`src/rtl/fetch_decode_seq.sv`:
```
// Instruction fetch/decode sequencer: fetch opcode into IR, decode, start one execution unit, wait for done.
// Optional macro ILLEGAL_TRAP_EN: illegal opcodes start the interrupt entry unit instead of acting as a NOP.
module fetch_decode_seq #(
    parameter int WAIT_MAX  = 255,
    parameter int NUM_UNITS = 5
) (
    input  logic                 clock,
    input  logic                 reset_n,
    input  logic [7:0]           mem_data,
    input  logic                 exec_done,
    input  logic                 int_req,
    input  logic                 int_en,
    output logic                 enpca,
    output logic                 mr_n,
    output logic                 lir,
    output logic                 incpc,
    output logic [7:0]           ir,
    output logic [NUM_UNITS-1:0] exec_start,
    output logic                 int_ack,
    output logic                 halted,
    output logic                 timeout
);
    localparam int         INT_UNIT = 4;
    localparam logic [7:0] WMAX_M1  = 8'(WAIT_MAX - 1);

    typedef enum logic [3:0] {
        S_F0, S_F1, S_F2, S_F3, S_DEC, S_DSP, S_WAIT, S_BND, S_IACK, S_HALT
    } state_t;

    state_t               state_q;
    logic [7:0]           ir_q;
    logic [7:0]           cnt_q;
    logic                 enpca_q, mr_n_q, lir_q, incpc_q, int_ack_q, halted_q, timeout_q;
    logic [NUM_UNITS-1:0] start_q;
    logic [NUM_UNITS-1:0] dec_start_d;
    logic                 dec_halt_d;
    logic                 irq_d;

    assign irq_d = int_req && int_en;

    // Decode is purely a function of the latched opcode; only consumed in DEC.
    always_comb begin
        dec_start_d = '0;
        dec_halt_d  = 1'b0;
        if (ir_q == 8'hFF) begin
            dec_halt_d = 1'b1;
        end else begin
            case (ir_q[7:4])
                4'h0: ;
                4'h1: dec_start_d[0] = 1'b1;
                4'h2: dec_start_d[1] = 1'b1;
                4'h3: dec_start_d[2] = 1'b1;
                4'h4: dec_start_d[3] = 1'b1;
`ifdef ILLEGAL_TRAP_EN
                default: dec_start_d[INT_UNIT] = 1'b1;
`else
                default: ;
`endif
            endcase
        end
    end

    // Outputs are registered alongside the state they belong to.
    always_ff @(posedge clock or negedge reset_n) begin
        if (!reset_n) begin
            state_q   <= S_F0;
            ir_q      <= 8'h00;
            cnt_q     <= 8'h00;
            enpca_q   <= 1'b0;
            mr_n_q    <= 1'b1;
            lir_q     <= 1'b0;
            incpc_q   <= 1'b0;
            start_q   <= '0;
            int_ack_q <= 1'b0;
            halted_q  <= 1'b0;
            timeout_q <= 1'b0;
        end else begin
            enpca_q   <= 1'b0;
            mr_n_q    <= 1'b1;
            lir_q     <= 1'b0;
            incpc_q   <= 1'b0;
            start_q   <= '0;
            int_ack_q <= 1'b0;
            halted_q  <= 1'b0;
            case (state_q)
                S_F0: begin
                    state_q <= S_F1;
                    enpca_q <= 1'b1;
                    mr_n_q  <= 1'b0;
                end
                S_F1: begin
                    state_q <= S_F2;
                    enpca_q <= 1'b1;
                    mr_n_q  <= 1'b0;
                    lir_q   <= 1'b1;
                end
                S_F2: begin
                    state_q <= S_F3;
                    ir_q    <= mem_data;
                    incpc_q <= 1'b1;
                end
                S_F3: state_q <= S_DEC;
                S_DEC: begin
                    if (dec_halt_d) begin
                        state_q  <= S_HALT;
                        halted_q <= 1'b1;
                    end else if (|dec_start_d) begin
                        state_q <= S_DSP;
                        start_q <= dec_start_d;
                    end else begin
                        state_q <= S_BND;
                    end
                end
                S_DSP, S_IACK: begin
                    state_q <= S_WAIT;
                    cnt_q   <= 8'h00;
                end
                S_WAIT: begin
                    if (exec_done) begin
                        state_q <= S_BND;
                    end else if (cnt_q == WMAX_M1) begin
                        state_q   <= S_BND;
                        timeout_q <= 1'b1;
                    end else begin
                        cnt_q <= cnt_q + 8'd1;
                    end
                end
                S_BND, S_HALT: begin
                    if (irq_d) begin
                        state_q            <= S_IACK;
                        int_ack_q          <= 1'b1;
                        start_q[INT_UNIT]  <= 1'b1;
                    end else if (state_q == S_HALT) begin
                        halted_q <= 1'b1;
                    end else begin
                        state_q <= S_F0;
                        enpca_q <= 1'b1;
                    end
                end
                default: state_q <= S_F0;
            endcase
        end
    end

    assign enpca      = enpca_q;
    assign mr_n       = mr_n_q;
    assign lir        = lir_q;
    assign incpc      = incpc_q;
    assign ir         = ir_q;
    assign exec_start = start_q;
    assign int_ack    = int_ack_q;
    assign halted     = halted_q;
    assign timeout    = timeout_q;
endmodule

```
`config.mk`:
```
export PLATFORM = sky130hd
export DESIGN_NAME = fetch_decode_seq
export DESIGN_NICKNAME = d
export VERILOG_FILES = /design/src/rtl/fetch_decode_seq.sv
export SDC_FILE = /design/constraint.sdc
export NUM_CORES = 1
export LEC_CHECK = 0
export CORE_ASPECT_RATIO = 2
export CORE_MARGIN = 2
export CORE_UTILIZATION = 49
export DETAILED_ROUTE_END_ITERATION = 12
export PLACE_DENSITY_LB_ADDON = 0.08
export SKIP_LAST_GASP = 1
export SLEW_MARGIN = 20
export SYNTH_ARGS = -nofsm -noshare
export SYNTH_HDL_FRONTEND = slang
export SYNTH_SLANG_ARGS = --single-unit
```
`constraint.sdc`:
```
create_clock -name clock -period 1.85 [get_ports clock]
set_input_delay 0.185 -clock clock [delete_from_list [all_inputs] [get_ports clock]]
set_output_delay 0.185 -clock clock [all_outputs]
set_load 0.03 [all_outputs]
```
==> results.py <==
metrics = {
    "grt": {
        "first_global_vias": 1185,
        "grt.total_usage_pct": 20.8,
        "largest_net_degree_at_the_start_of_global_routing": 32,
        "overflow": 0,
        "grt_antenna_before_repair": 0,
        "global_route_wire_length_before_repair_um": 5230,
    },
    "synth": {
        "ys_seq_elements": 31,
        "syn-mean-instance-area_um2": 11.6,
        "mappedNetlistArea_mm2": 0.00146,
        "share_of_the_yosys_chip_area_belonging_to_registers_pct": 53.4,
        "number_of_enable_flip_flop_cells_after_synthesis": 0,
        "synth-warning-count": 0,
        "synthFlopType": "sky130_fd_sc_hd__dfrtp_1",
        "synthesis.nets": 140,
        "async_reset_ff_share_pct": 100,
        "synth_cell_type_count": 45,
        "synthesis.instances": 125,
    },
    "setup_path": {
        "path_delay_family": "buffers and inverters",
        "crit_path_start_kind": "flop",
        "slowest_cell_delay_on_critical_path_ps": 670,
        "critical_path_destination": "mr_n",
        "reg2reg_from": "state_q[1]",
        "path_depth": 1,
        "crit_chain": "clkdlybuf4s50_1",
        "setup.worst_path.start": "mr_n",
        "worst-setup-path-type": "reg -> out",
        "cp_data_required_time_ps": 1660,
        "largest_fanout_of_any_net_on_the_critical_path": 1,
        "crit_buf_inv": 1,
        "crit_arrival_ps": 1470,
        "worstSetupEndpointType": "output port",
        "worst-r2r-setup-slack_ps": 200,
        "cp_slowest_cell": "sky130_fd_sc_hd__clkdlybuf4s50_1",
        "critical_path.reg2reg.endpoint": "cnt_q[2]",
        "worstRegToRegCells": 4,
    },
    "sta": {
        "setup_violation_total_in_the_final_timing_report": 0,
        "worst_slew_pin_slew_ps": 541,
        "maxSlewHeadroom_pct": 63.6,
        "finalMaxSlewViolations": 0,
        "final.period_utilization_pct": 89.3,
        "finClkSkew_ps": 3.28,
        "post-route-min-period_ps": 1650,
        "max_freq_ghz": 0.605,
        "fin_setup_tns_ps": 0,
        "hold_violations": 0,
        "postLayoutSetupSlackWorst_ps": 198,
        "rsz0062_at_grt": "no",
    },
    "placed_design": {
        "place_ws_ps": 181,
        "post-dp-hpwl_um": 2320,
        "portBuffers": 32,
        "post_dp_cell_area_mm2": 0.00182,
        "gpl.final_weighted_congestion": 0.845,
    },
    "clock_tree": {
        "cts_tree": "done",
        "clk_pin_slew_worst_paths_ps": 60,
        "cts_max_level": 2,
        "clkLatencyLatePin_ps": 280,
        "holdBufCountCts": 0,
        "clk_path_buf_depth": 2,
        "cts_resized": 0,
        "postCtsSetupBuffers": 0,
        "tritoncts_num_sinks": 31,
        "cts_inserted_buffers": 5,
        "cts-root-buf": "sky130_fd_sc_hd__clkbuf_8",
    },
    "route": {
        "drc": 0,
        "detail-route-antenna-nets": 0,
        "initial_drc_count": 12,
        "detail_route.vias_per_cell": 5.95,
        "totalWireLength_um": 3110,
        "drt_pre_antenna_iters": 4,
        "num_vias": 1160,
        "wl_per_cell_um": 16.0,
    },
    "layout": {
        "final_net_count": 179,
        "fin_area_mm2": 0.00190,
        "syn2layout_area_growth_pct": 30.8,
        "antenna-diode-count": 0,
        "layout-drive-gt1-share_pct": 15.2,
    },
    "floorplan": {
        "floorplan.die_area_mm2": 0.00345,
        "core_region_area_mm2": 0.00291,
        "initial_utilization_pct": 50.0,
        "rows": 28,
        "chipHeight_um": 81.1,
        "fp.dieW_um": 42.5,
        "boundaryPins": 33,
    },
    "min_path": {
        "min-delay-path-class": "in -> async",
    },
    "job": {
        "maxCapViolCount": 0,
    },
    "power_and_ir_drop": {
        "power_mw": 3.00,
        "worst_ir_drop_vdd_v": 0.000847,
        "cellPowerDensity_mw_per_mm2": 1580,
        "leakagePower_nw": 0.803,
    },
    "status": {
        "result_of_the_run": "finished, final reports clean",
    },
}
## area by class of cell
class                   instances  area, um2
flip-flops and latches         31        777
multi-input cells              87        642
fillers                       244       1000
inverters                       2       7.51
repair buffers                 37        358
well taps                      30       37.5
clock inverters                 1       5.00
clock buffers                   7       76.3
## per-layer routing
metal / global-route usage, % / routed length [um] / up-vias
met1: 18.8 / 1000 / 577
met4: 14.7 / 125 / 0
met5: 0 / 0 / -
li1: - / - / 537
met2: 38.6 / 1870 / 34
met3: 5.11 / 118 / 12
## power breakdown
part / internal (mW) / switching, mW / leakage (nW)
clock network: 0.263 / 0.246 / 0.0422
registers: 0.904 / 0.313 / 0.400
logic: 0.628 / 0.645 / 0.361
## sequential cells by signal (all words and copies together), names as in the netlist
register and count:
timeout 1, lir 1, incpc 1, cnt_q 8, exec_start 4, state_q 4
enpca 1, int_ack 1, ir 8, halted 1, mr_n 1
## kinds of logic (layout without fill, tap and decap cells)
logic type	count (synthesis)	in the layout	share of synthesized area (%)
xor+xnor	3	3	1.81
buf+inv	7	47	2.49
simple gates	52	52	22.5
compound gates	19	19	9.80
mux	11	11	8.25
flops	31	31	53.4
fa+ha+maj	2	2	1.72
## cell usage in the layout (no fill, tap or decap), types with 2 or more instances in the layout
| cell | instances |
|---|---|
| sky130_fd_sc_hd__a211oi_1 | 2 |
| sky130_fd_sc_hd__a31oi_1 | 3 |
| sky130_fd_sc_hd__and3_1 | 4 |
| sky130_fd_sc_hd__buf_4 | 5 |
| sky130_fd_sc_hd__clkbuf_1 | 2 |
| sky130_fd_sc_hd__clkbuf_8 | 5 |
| sky130_fd_sc_hd__clkdlybuf4s50_1 | 32 |
| sky130_fd_sc_hd__dfrtp_1 | 30 |
| sky130_fd_sc_hd__ha_1 | 2 |
| sky130_fd_sc_hd__inv_1 | 2 |
| sky130_fd_sc_hd__mux2_2 | 8 |
| sky130_fd_sc_hd__mux2i_1 | 3 |
| sky130_fd_sc_hd__nand2_1 | 9 |
| sky130_fd_sc_hd__nand2b_1 | 2 |
| sky130_fd_sc_hd__nand3_1 | 3 |
| sky130_fd_sc_hd__nand3b_1 | 2 |
| sky130_fd_sc_hd__nand4_1 | 4 |
| sky130_fd_sc_hd__nor2_1 | 11 |
| sky130_fd_sc_hd__nor3_1 | 3 |
| sky130_fd_sc_hd__nor3b_1 | 2 |
| sky130_fd_sc_hd__o21ai_0 | 2 |
| sky130_fd_sc_hd__o31ai_1 | 2 |
| sky130_fd_sc_hd__or3_1 | 2 |
| sky130_fd_sc_hd__xnor2_1 | 2 |
## synth_stat cells (all sizes together), types with 3 or more instances
master,instances,area [um2]
nor3,4,25.0
mux2i,3,30.0
dfrtp,30,751
mux2,8,90.1
and3,4,25.0
buf,4,25.0
a31oi,3,18.8
nor2,11,41.3
nand3,3,15.0
nand4,4,25.0
nand2,9,33.8
## per-stage QoR
stage / hold WS [ps] / util, % / std cells
floorplan: -111 / - / 125
global placement: 467 / 62.7 / 187
detailed placement: 474 / 62.7 / 187
CTS: 297 / 65.4 / 195
global route: 321 / 65.4 / 195
finish: 288 / 65.4 / 195
## how the worst min path moves through the flow
stage                        from       end  slack (ps)  depth (start not counted)
after global routing      reset_n  cnt_q[2]         320                          2
after CTS                 reset_n  cnt_q[7]         300                          2
after detailed placement  timeout   timeout         470                          1
after floorplan           reset_n  cnt_q[0]        -110                          0
after global placement    timeout   timeout         470                          1
final                     reset_n       lir         290                          2
Power figures use the tool's default switching activity.
